File: config.mk
export PLATFORM = sky130hd
export DESIGN_NAME = ex_wb_stage
export DESIGN_NICKNAME = d
export VERILOG_FILES = /design/src/rtl/core_pkg.sv /design/src/rtl/fwd_unit.sv /design/src/rtl/ex_wb_stage.sv
export SDC_FILE = /design/constraint.sdc
export NUM_CORES = 1
export LEC_CHECK = 0
export BUFFER_PORTS_ARGS = -buffer_cell sky130_fd_sc_hd__buf_2
export CORE_MARGIN = 2
export CORE_UTILIZATION = 46
export DETAILED_ROUTE_END_ITERATION = 8
export PLACE_DENSITY = 0.82
export SLEW_MARGIN = 20
export SYNTH_ARGS = -nofsm -noshare
export SYNTH_HDL_FRONTEND = slang
export SYNTH_HIERARCHICAL = 1
export SYNTH_SLANG_ARGS = --single-unit
File: constraint.sdc
create_clock -name Clk -period 3.3 [get_ports Clk]
set_input_delay 0.495 -clock Clk [delete_from_list [all_inputs] [get_ports Clk]]
set_output_delay 0.495 -clock Clk [all_outputs]
set_load 0.01 [all_outputs]
File: src/rtl/core_pkg.sv
// Shared widths and ALU opcodes for the 8-bit, 8-register pipelined core.
// No logic, so no latency or backpressure of its own.
package core_pkg;
    localparam int DATA_W     = 8;
    localparam int REG_ADDR_W = 3;
    localparam logic ALU_ADD  = 1'b1;
    localparam logic ALU_MOV  = 1'b0;
endpackage

File: src/rtl/fwd_unit.sv
// EX/WB -> EX bypass detect: flags source operands written by the instruction in EX/WB.
// Purely combinational, zero latency; has no flow control of its own.
module fwd_unit #(
    parameter int REG_ADDR_W = 3
) (
    input  logic                  wb_regwrite_i,
    input  logic [REG_ADDR_W-1:0] wb_reg_num_i,
    input  logic [REG_ADDR_W-1:0] rd_num1_i,
    input  logic [REG_ADDR_W-1:0] rd_num2_i,
    output logic                  fwd_a_o,
    output logic                  fwd_b_o
);
    // Register 0 is an ordinary register here, so no zero-register exclusion.
    assign fwd_a_o = wb_regwrite_i && (wb_reg_num_i == rd_num1_i);
    assign fwd_b_o = wb_regwrite_i && (wb_reg_num_i == rd_num2_i);
endmodule

File: src/rtl/ex_wb_stage.sv
// Execute stage (ADD/MOV with EX/WB forwarding) plus EX/WB register and retire counter.
// Latency 1 cycle; Stall holds the register and counter, Flush inserts a bubble and wins over Stall.
module ex_wb_stage #(
    parameter int DATA_W     = core_pkg::DATA_W,
    parameter int REG_ADDR_W = core_pkg::REG_ADDR_W,
    parameter int CNT_W      = 16
) (
    input  logic                  Clk,
    input  logic                  Reset,
    input  logic                  Stall,
    input  logic                  Flush,
    input  logic                  ID_EX_RegWrite,
    input  logic                  ID_EX_ALU_Ctrl,
    input  logic [DATA_W-1:0]     ID_EX_Data1,
    input  logic [DATA_W-1:0]     ID_EX_Data2,
    input  logic [REG_ADDR_W-1:0] ID_EX_Write_Reg_Num,
    input  logic [REG_ADDR_W-1:0] ID_EX_Read_Reg_Num1,
    input  logic [REG_ADDR_W-1:0] ID_EX_Read_Reg_Num2,
    output logic                  EX_WB_RegWrite,
    output logic [DATA_W-1:0]     EX_WB_Write_Data,
    output logic [REG_ADDR_W-1:0] EX_WB_Write_Reg_Num,
    output logic                  EX_WB_Carry,
    output logic                  EX_WB_Zero,
    output logic                  Fwd_A,
    output logic                  Fwd_B,
    output logic [CNT_W-1:0]      Retire_Count
);
    import core_pkg::*;

    logic                  regwrite_q, regwrite_d;
    logic [DATA_W-1:0]     data_q, data_d;
    logic [REG_ADDR_W-1:0] reg_num_q, reg_num_d;
    logic                  carry_q, carry_d;
    logic                  zero_q, zero_d;
    logic [CNT_W-1:0]      cnt_q, cnt_d;

    logic [DATA_W-1:0]     op_a, op_b, alu_res;
    logic [DATA_W:0]       sum;
    logic                  alu_carry;

    fwd_unit #(.REG_ADDR_W(REG_ADDR_W)) u_fwd (
        .wb_regwrite_i (regwrite_q),
        .wb_reg_num_i  (reg_num_q),
        .rd_num1_i     (ID_EX_Read_Reg_Num1),
        .rd_num2_i     (ID_EX_Read_Reg_Num2),
        .fwd_a_o       (Fwd_A),
        .fwd_b_o       (Fwd_B)
    );

    assign op_a = Fwd_A ? data_q : ID_EX_Data1;
    assign op_b = Fwd_B ? data_q : ID_EX_Data2;
    assign sum  = {1'b0, op_a} + {1'b0, op_b};

    always_comb begin
        alu_res   = op_b;
        alu_carry = 1'b0;
        if (ID_EX_ALU_Ctrl == ALU_ADD) begin
            alu_res   = sum[DATA_W-1:0];
            alu_carry = sum[DATA_W];
        end
    end

    always_comb begin
        regwrite_d = regwrite_q;
        data_d     = data_q;
        reg_num_d  = reg_num_q;
        carry_d    = carry_q;
        zero_d     = zero_q;
        cnt_d      = cnt_q;
        if (Flush) begin
            regwrite_d = 1'b0;
            data_d     = '0;
            reg_num_d  = '0;
            carry_d    = 1'b0;
            zero_d     = 1'b0;
        end else if (!Stall) begin
            regwrite_d = ID_EX_RegWrite;
            data_d     = alu_res;
            reg_num_d  = ID_EX_Write_Reg_Num;
            carry_d    = alu_carry;
            zero_d     = (alu_res == '0);
            cnt_d      = cnt_q + CNT_W'(ID_EX_RegWrite);
        end
    end

    always_ff @(posedge Clk or posedge Reset) begin
        if (Reset) begin
            regwrite_q <= 1'b0;
            data_q     <= '0;
            reg_num_q  <= '0;
            carry_q    <= 1'b0;
            zero_q     <= 1'b0;
            cnt_q      <= '0;
        end else begin
            regwrite_q <= regwrite_d;
            data_q     <= data_d;
            reg_num_q  <= reg_num_d;
            carry_q    <= carry_d;
            zero_q     <= zero_d;
            cnt_q      <= cnt_d;
        end
    end

    assign EX_WB_RegWrite      = regwrite_q;
    assign EX_WB_Write_Data    = data_q;
    assign EX_WB_Write_Reg_Num = reg_num_q;
    assign EX_WB_Carry         = carry_q;
    assign EX_WB_Zero          = zero_q;
    assign Retire_Count        = cnt_q;
endmodule

=== Yosys cells after proc, flatten, opt, wreduce, memory -nomap -nowiden ===
Index checks and enable logic that the tools add are counted.

* Register bits after elaboration: 30
* Output and inout bits: 32
* Word-level logic and storage cells: 31

* Reduce and logical (&&, ||, !) cells: 4
* Mux-type cells: 14
* Bitwise logic cells: 2
* Add/subtract/negate cells: 2
* Equality and inequality tests: 3

{| class="wikitable"
|+ Operator list
! cell !! count
|-
| 8-bit two-way mux || 5
|-
| 16-bit by 1-bit adder with 16-bit output || 1
|-
| 8-bit by 8-bit adder with 9-bit output || 1
|-
| 8-bit zero test || 1
|-
| 1-bit two-way mux || 7
|-
| 3-bit equality test || 2
|-
| 3-bit two-way mux || 2
|-
| 1-bit logical AND || 2
|-
| 2-bit by 1-bit inequality test with 1-bit output (second input constant) || 1
|-
| 1-bit NOT || 2
|-
| 2-bit AND reduction || 1
|}

=== Logic depth before layout (Yosys ltp) ===
* Depth in word-level cells: 8
* Gate-level depth with buffers: 11
* Gate-level depth less buffers: 10

=== By module ===
Netlist, hierarchy kept.

{| class="wikitable"
|+ By module, submodules not included
! module !! instances !! area each (sq um) !! cells each
|-
| ex_wb_stage || 1 || 1936.9 || 183
|-
| fwd_unit || 1 || 70.1 || 8
|}

=== Least setup slack after synthesis ===
No wires, ideal clock.

* Path kind: input -> register
* Start point: in ID_EX_Read_Reg_Num1[2]
* End point: reg zero_q, in the netlist EX_WB_Zero
* Path slack: -0.007 ns
* Cell stages on the path: 11
* Arrival: 3.240 ns
* Buffers on the path: 1
* Setup time: 0.067 ns
* Path through: xnor2_1 -> and4_1 -> clkbuf_1 -> mux2_2 -> ha_1 -> fa_1 -> a21o_1 -> a211o_1 -> a31o_1 -> nor4_1 -> a32o_1

* Word-level cells in the longest chain between the ends: 8

{| class="wikitable"
|+ RTL lines
! item !! line !! RTL
|-
| start, declared || ex_wb_stage.sv:17 || <nowiki>input logic [REG_ADDR_W-1:0] ID_EX_Read_Reg_Num1,</nowiki>
|-
| 3-bit equality test || fwd_unit.sv:14 || <nowiki>assign fwd_a_o = wb_regwrite_i && (wb_reg_num_i == rd_num1_i);</nowiki>
|-
| 1-bit logical AND || fwd_unit.sv:14 ||
|-
| via Fwd_A || ex_wb_stage.sv:24 || <nowiki>output logic Fwd_A,</nowiki>
|-
| 8-bit two-way mux || ex_wb_stage.sv:50 || <nowiki>assign op_a = Fwd_A ? data_q : ID_EX_Data1;</nowiki>
|-
| 8-bit by 8-bit adder with 9-bit output || ex_wb_stage.sv:52 || <nowiki>assign sum = {1'b0, op_a} + {1'b0, op_b};</nowiki>
|-
| 8-bit two-way mux || ex_wb_stage.sv:57 || <nowiki>if (ID_EX_ALU_Ctrl == ALU_ADD) begin</nowiki>
|-
| 8-bit zero test || ex_wb_stage.sv:81 || <nowiki>zero_d = (alu_res == '0);</nowiki>
|-
| 1-bit two-way mux || ex_wb_stage.sv:76 || <nowiki>end else if (!Stall) begin</nowiki>
|-
| 1-bit two-way mux || ex_wb_stage.sv:70 || <nowiki>if (Flush) begin</nowiki>
|-
| end signal, assigned || ex_wb_stage.sv:99 || <nowiki>zero_q <= zero_d;</nowiki>
|-
| end, declared || ex_wb_stage.sv:34 || <nowiki>logic zero_q, zero_d;</nowiki>
|}

The timed path passes the listed nets, and every way through them passes these cells. The select of a mux whose other input is x is not followed.
A chain may end at the register's enable or synchronous reset.

=== Worst setup path after layout ===
* Start point: reg reg_num_q[2], in the netlist EX_WB_Write_Reg_Num[2]
* End point: reg zero_q, in the netlist EX_WB_Zero

* Word-level cells in the longest chain between the ends: 8

{| class="wikitable"
|+ RTL lines
! item !! line !! RTL
|-
| start, declared || ex_wb_stage.sv:32 || <nowiki>logic [REG_ADDR_W-1:0] reg_num_q, reg_num_d;</nowiki>
|-
| start signal, assigned || ex_wb_stage.sv:97 || <nowiki>reg_num_q <= reg_num_d;</nowiki>
|-
| 3-bit equality test, on equally long branches || fwd_unit.sv:14, fwd_unit.sv:15 ||
|-
| 1-bit logical AND, on equally long branches || fwd_unit.sv:14, fwd_unit.sv:15 ||
|-
| 8-bit two-way mux, on equally long branches || ex_wb_stage.sv:50, ex_wb_stage.sv:51 ||
|-
| 8-bit by 8-bit adder with 9-bit output || ex_wb_stage.sv:52 ||
|-
| 8-bit two-way mux * || ex_wb_stage.sv:57 ||
|-
| 8-bit zero test * || ex_wb_stage.sv:81 ||
|-
| 1-bit two-way mux * || ex_wb_stage.sv:76 ||
|-
| 1-bit two-way mux * || ex_wb_stage.sv:70 ||
|}

Mark *: on every way between the ends. The rest lies on a longest branch, timed or not. The select of a mux whose other input is x is not followed.

==> results.md <==
* Outcome: finished, final reports clean
* Uppermost routed layer: met4
* Yosys warnings at 6
* Final Cycle Share at 0.946
* Register area share after synthesis at 0.374
* Distinct cells, synth at 47
* Grt ovf at 0
* Share of cells above drive strength 1 at 0.353
* Drt drc at 0
* Die Span Y at 70.1 µm
* Max_slew headroom at 0.508
* Met3 WL post-DR at approximately 300 µm
* Die width at 70.1 µm
* CTS tree: built
* Power Internal at 0.752 mW
* Vias in the first global route at between 1,500 and 2,000
* Initial antenna violation count at 0
* Drt wl/cell at ~15 µm
* Post-DR vias/cell at between 5 and 6
* Fin Clk Skew at between 0.003 and 0.004 ns
* Placer Congestion at approximately 0.96
* Final Setup Violations at 0
* CP Max Fanout at 4
* N_diodes at 0
* Syn Inst Count at between 150 and 200
* Most common cell after layout, fill and taps aside: buf_2
* Reg2Reg Setup Slack at ~0.18 ns
* Number of port buffers at 62
* DRT Wirelength at between 4000 and 5000 µm
* Syn Nets at about 230
* RSZ-0062 raised after global routing: no
* TritonCTS buffer count at 5
* Max IR drop VDD at 0.238 mV
* Number of max-cap violations at 0
* Worst Path Required at roughly 3.5 ns
* Wire length on met2 at 2330 µm
* CTS Sinks at 30
* Fin crit period at ~3.1 ns
* Main synth FF type: dfrtp_1
* Sw frac at 0.303
* Design area at 2480 µm²
* Metal-1 WL at about 2100 µm
* Worst R2R Path Depth at 10
* Clock root buffer master: clkbuf_8
* Count of pins over their slew limit at 0
* Synth Register Bits at 30
* Worst hold path class: input pin to asynchronous set/reset pin
* Hold Vio Cnt, Final at 0
* TNS Setup at 0 ns
* H-tree depth at 2
* # hold bufs at CTS at 0
* Syn Std Cell Area at 2010 µm²
* Worst slew pin tran at between 0.7 and 0.8 ns
* Rows at 24
* Reg clk slew, reported paths at around 0.07 ns
* Final nets at about 300
* Asr flop ratio synth at 1.00
* Clock share of power at 0.322
* Worst setup SP type: flop
* GRT Total Usage at 0.208
* Critical path class: flop to flop
* Clock Tree Buf Depth at 2
* Final HPWL DP at roughly 3800 µm
* I/O pin count at 63
* Pwr Density at between 400 and 500 nW/µm²
* Leak pwr at ~1.3 nW
* Avg Cell Area, Syn at roughly 11 µm²
* Worst EP arrival at approximately 3.3 ns
* Area Growth Syn to Fin at 23.8%
* Power Total at approximately 1.1 mW
* Seq pwr share at 0.419
* Initial Utilization at 0.471
* Placement Cell Area at approximately 2400 µm²
* First-pass GRT wire length at 8090 µm
* First-iteration detailed-routing DRC count at 70
* ANT nets after route at 0
* Post-synth EDFFs at 0
* Most frequent cells in the layout: 62 x buf_2, 30 x dfrtp_1, 17 x xnor2_1
* FF-to-FF Start: EX_WB_Write_Reg_Num[2]$_DFFE_PP0P_
* Comb pwr share at 0.259
* Total die area at 4910 µm²
* Reg2Reg Capture Point: EX_WB_Zero$_DFFE_PP0P_
* DR pass1 iterations at 4
* CP Capture Type: flop
* Total number of vias at roughly 1,800
* F_max at around 320 MHz
* Skew-Pair Late Insertion Delay at between 0.2 and 0.3 ns
* Largest net degree at the start of global routing at 22
* Net Sw Power at around 0.33 mW
* CORE AREA at between 4000 and 5000 µm²
sequential cells by signal (all words and copies together), names as in the netlist:
signal and count:
EX_WB_Write_Data 8, EX_WB_Zero 1, EX_WB_RegWrite 1, Retire_Count 16, EX_WB_Write_Reg_Num 3, EX_WB_Carry 1
layer usage:
metal,up-vias,track usage
met5,-,0
met4,0,0.0705
met3,5,0.0563
met2,60,0.335
met1,856,0.270
li1,838,-
cell type report:
cell class              count  area (µm²)
fillers                   388        1780
multi-input cells         151        1210
flip-flops and latches     30         751
repair buffers             65         333
clock buffers               8         110
well taps                  52        65.1
inverters                   4        15.0
worst max-delay path by stage:
stage	start	to	slack, ns
global route	EX_WB_Write_Reg_Num[2]$_DFFE_PP0P_	EX_WB_Zero$_DFFE_PP0P_	0.007
detailed placement	ID_EX_Read_Reg_Num1[2]	EX_WB_Zero$_DFFE_PP0P_	0.03
finish	EX_WB_Write_Reg_Num[2]$_DFFE_PP0P_	EX_WB_Zero$_DFFE_PP0P_	0.18
floorplan	ID_EX_Read_Reg_Num1[2]	EX_WB_Zero$_DFFE_PP0P_	0.10
CTS	EX_WB_Write_Reg_Num[2]$_DFFE_PP0P_	EX_WB_Zero$_DFFE_PP0P_	0.16
global placement	ID_EX_Read_Reg_Num1[0]	EX_WB_Zero$_DFFE_PP0P_	0.14
worst max-delay path, stage by stage (launching register included):
cell and delay (ns):
dfrtp_1 0.42, xnor2_1 0.18, and4_2 0.29, mux2_2 0.35, ha_1 0.25, fa_1 0.43
a21o_1 0.18, a211o_1 0.28, a31o_1 0.22, nor4_1 0.25, a32o_1 0.21
synth_stat cells, types with 2 or more instances:
| library cell | count | area (µm²) |
|---|---|---|
| ha_1 | 10 | 125 |
| clkbuf_1 | 3 | 11.3 |
| a21oi_1 | 5 | 25.0 |
| mux2_1 | 3 | 33.8 |
| o211a_1 | 3 | 30.0 |
| and2_1 | 4 | 25.0 |
| o21ai_1 | 2 | 10.0 |
| nand2_1 | 14 | 52.6 |
| xor2_1 | 4 | 35.0 |
| dfrtp_1 | 30 | 751 |
| nor2_1 | 9 | 33.8 |
| nand3_1 | 8 | 40.0 |
| nand4_1 | 6 | 37.5 |
| a21o_1 | 3 | 22.5 |
| and3_1 | 3 | 18.8 |
| mux2_2 | 11 | 124 |
| a211o_1 | 3 | 26.3 |
| mux2_4 | 4 | 60.1 |
| mux2i_1 | 7 | 70.1 |
| nand2b_1 | 3 | 18.8 |
| buf_2 | 2 | 10.0 |
| o31ai_1 | 4 | 30.0 |
| and4_1 | 4 | 35.0 |
| xnor2_1 | 17 | 149 |
| o211ai_1 | 2 | 15.0 |
| inv_1 | 4 | 15.0 |
| o21ai_0 | 3 | 15.0 |
timing repair:
| action | CTS | global route |
|---|---|---|
| setup endpoints to repair | 0 | 1 |
| buffers inserted | 0 | 0 |
| resized for setup | 0 | 1 |
cells by family (layout without fill, tap and decap cells):
| logic type | after synthesis | count (layout) | share of synthesized area |
|---|---|---|---|
| compound gates | 34 | 34 | 0.127 |
| simple gates | 60 | 60 | 0.168 |
| fa+ha+maj | 11 | 11 | 0.0723 |
| buf+inv | 10 | 77 | 0.0237 |
| xor+xnor | 21 | 21 | 0.0916 |
| flops | 30 | 30 | 0.374 |
| mux | 25 | 25 | 0.143 |
per-stage QoR:
stage	worst slack, ns	instances	utilization	hold slack [ns]
finish	0.177	310	0.582	0.334
global route	0.00681	310	0.582	0.414
CTS	0.161	310	0.582	0.363
detailed placement	0.0338	302	0.556	0.465
global placement	0.141	302	0.556	0.456
floorplan	0.101	191	-	0.507
power groups by stage:
stage | Combinational (mW) | Sequential [mW] | Clock [mW]
finish | 0.279 | 0.452 | 0.347
floorplan | 0.165 | 0.471 | 0
global placement | 0.273 | 0.457 | 0
detailed placement | 0.280 | 0.459 | 0
CTS | 0.281 | 0.452 | 0.353
global route | 0.310 | 0.459 | 0.368
(Power assumes the default switching activity.)
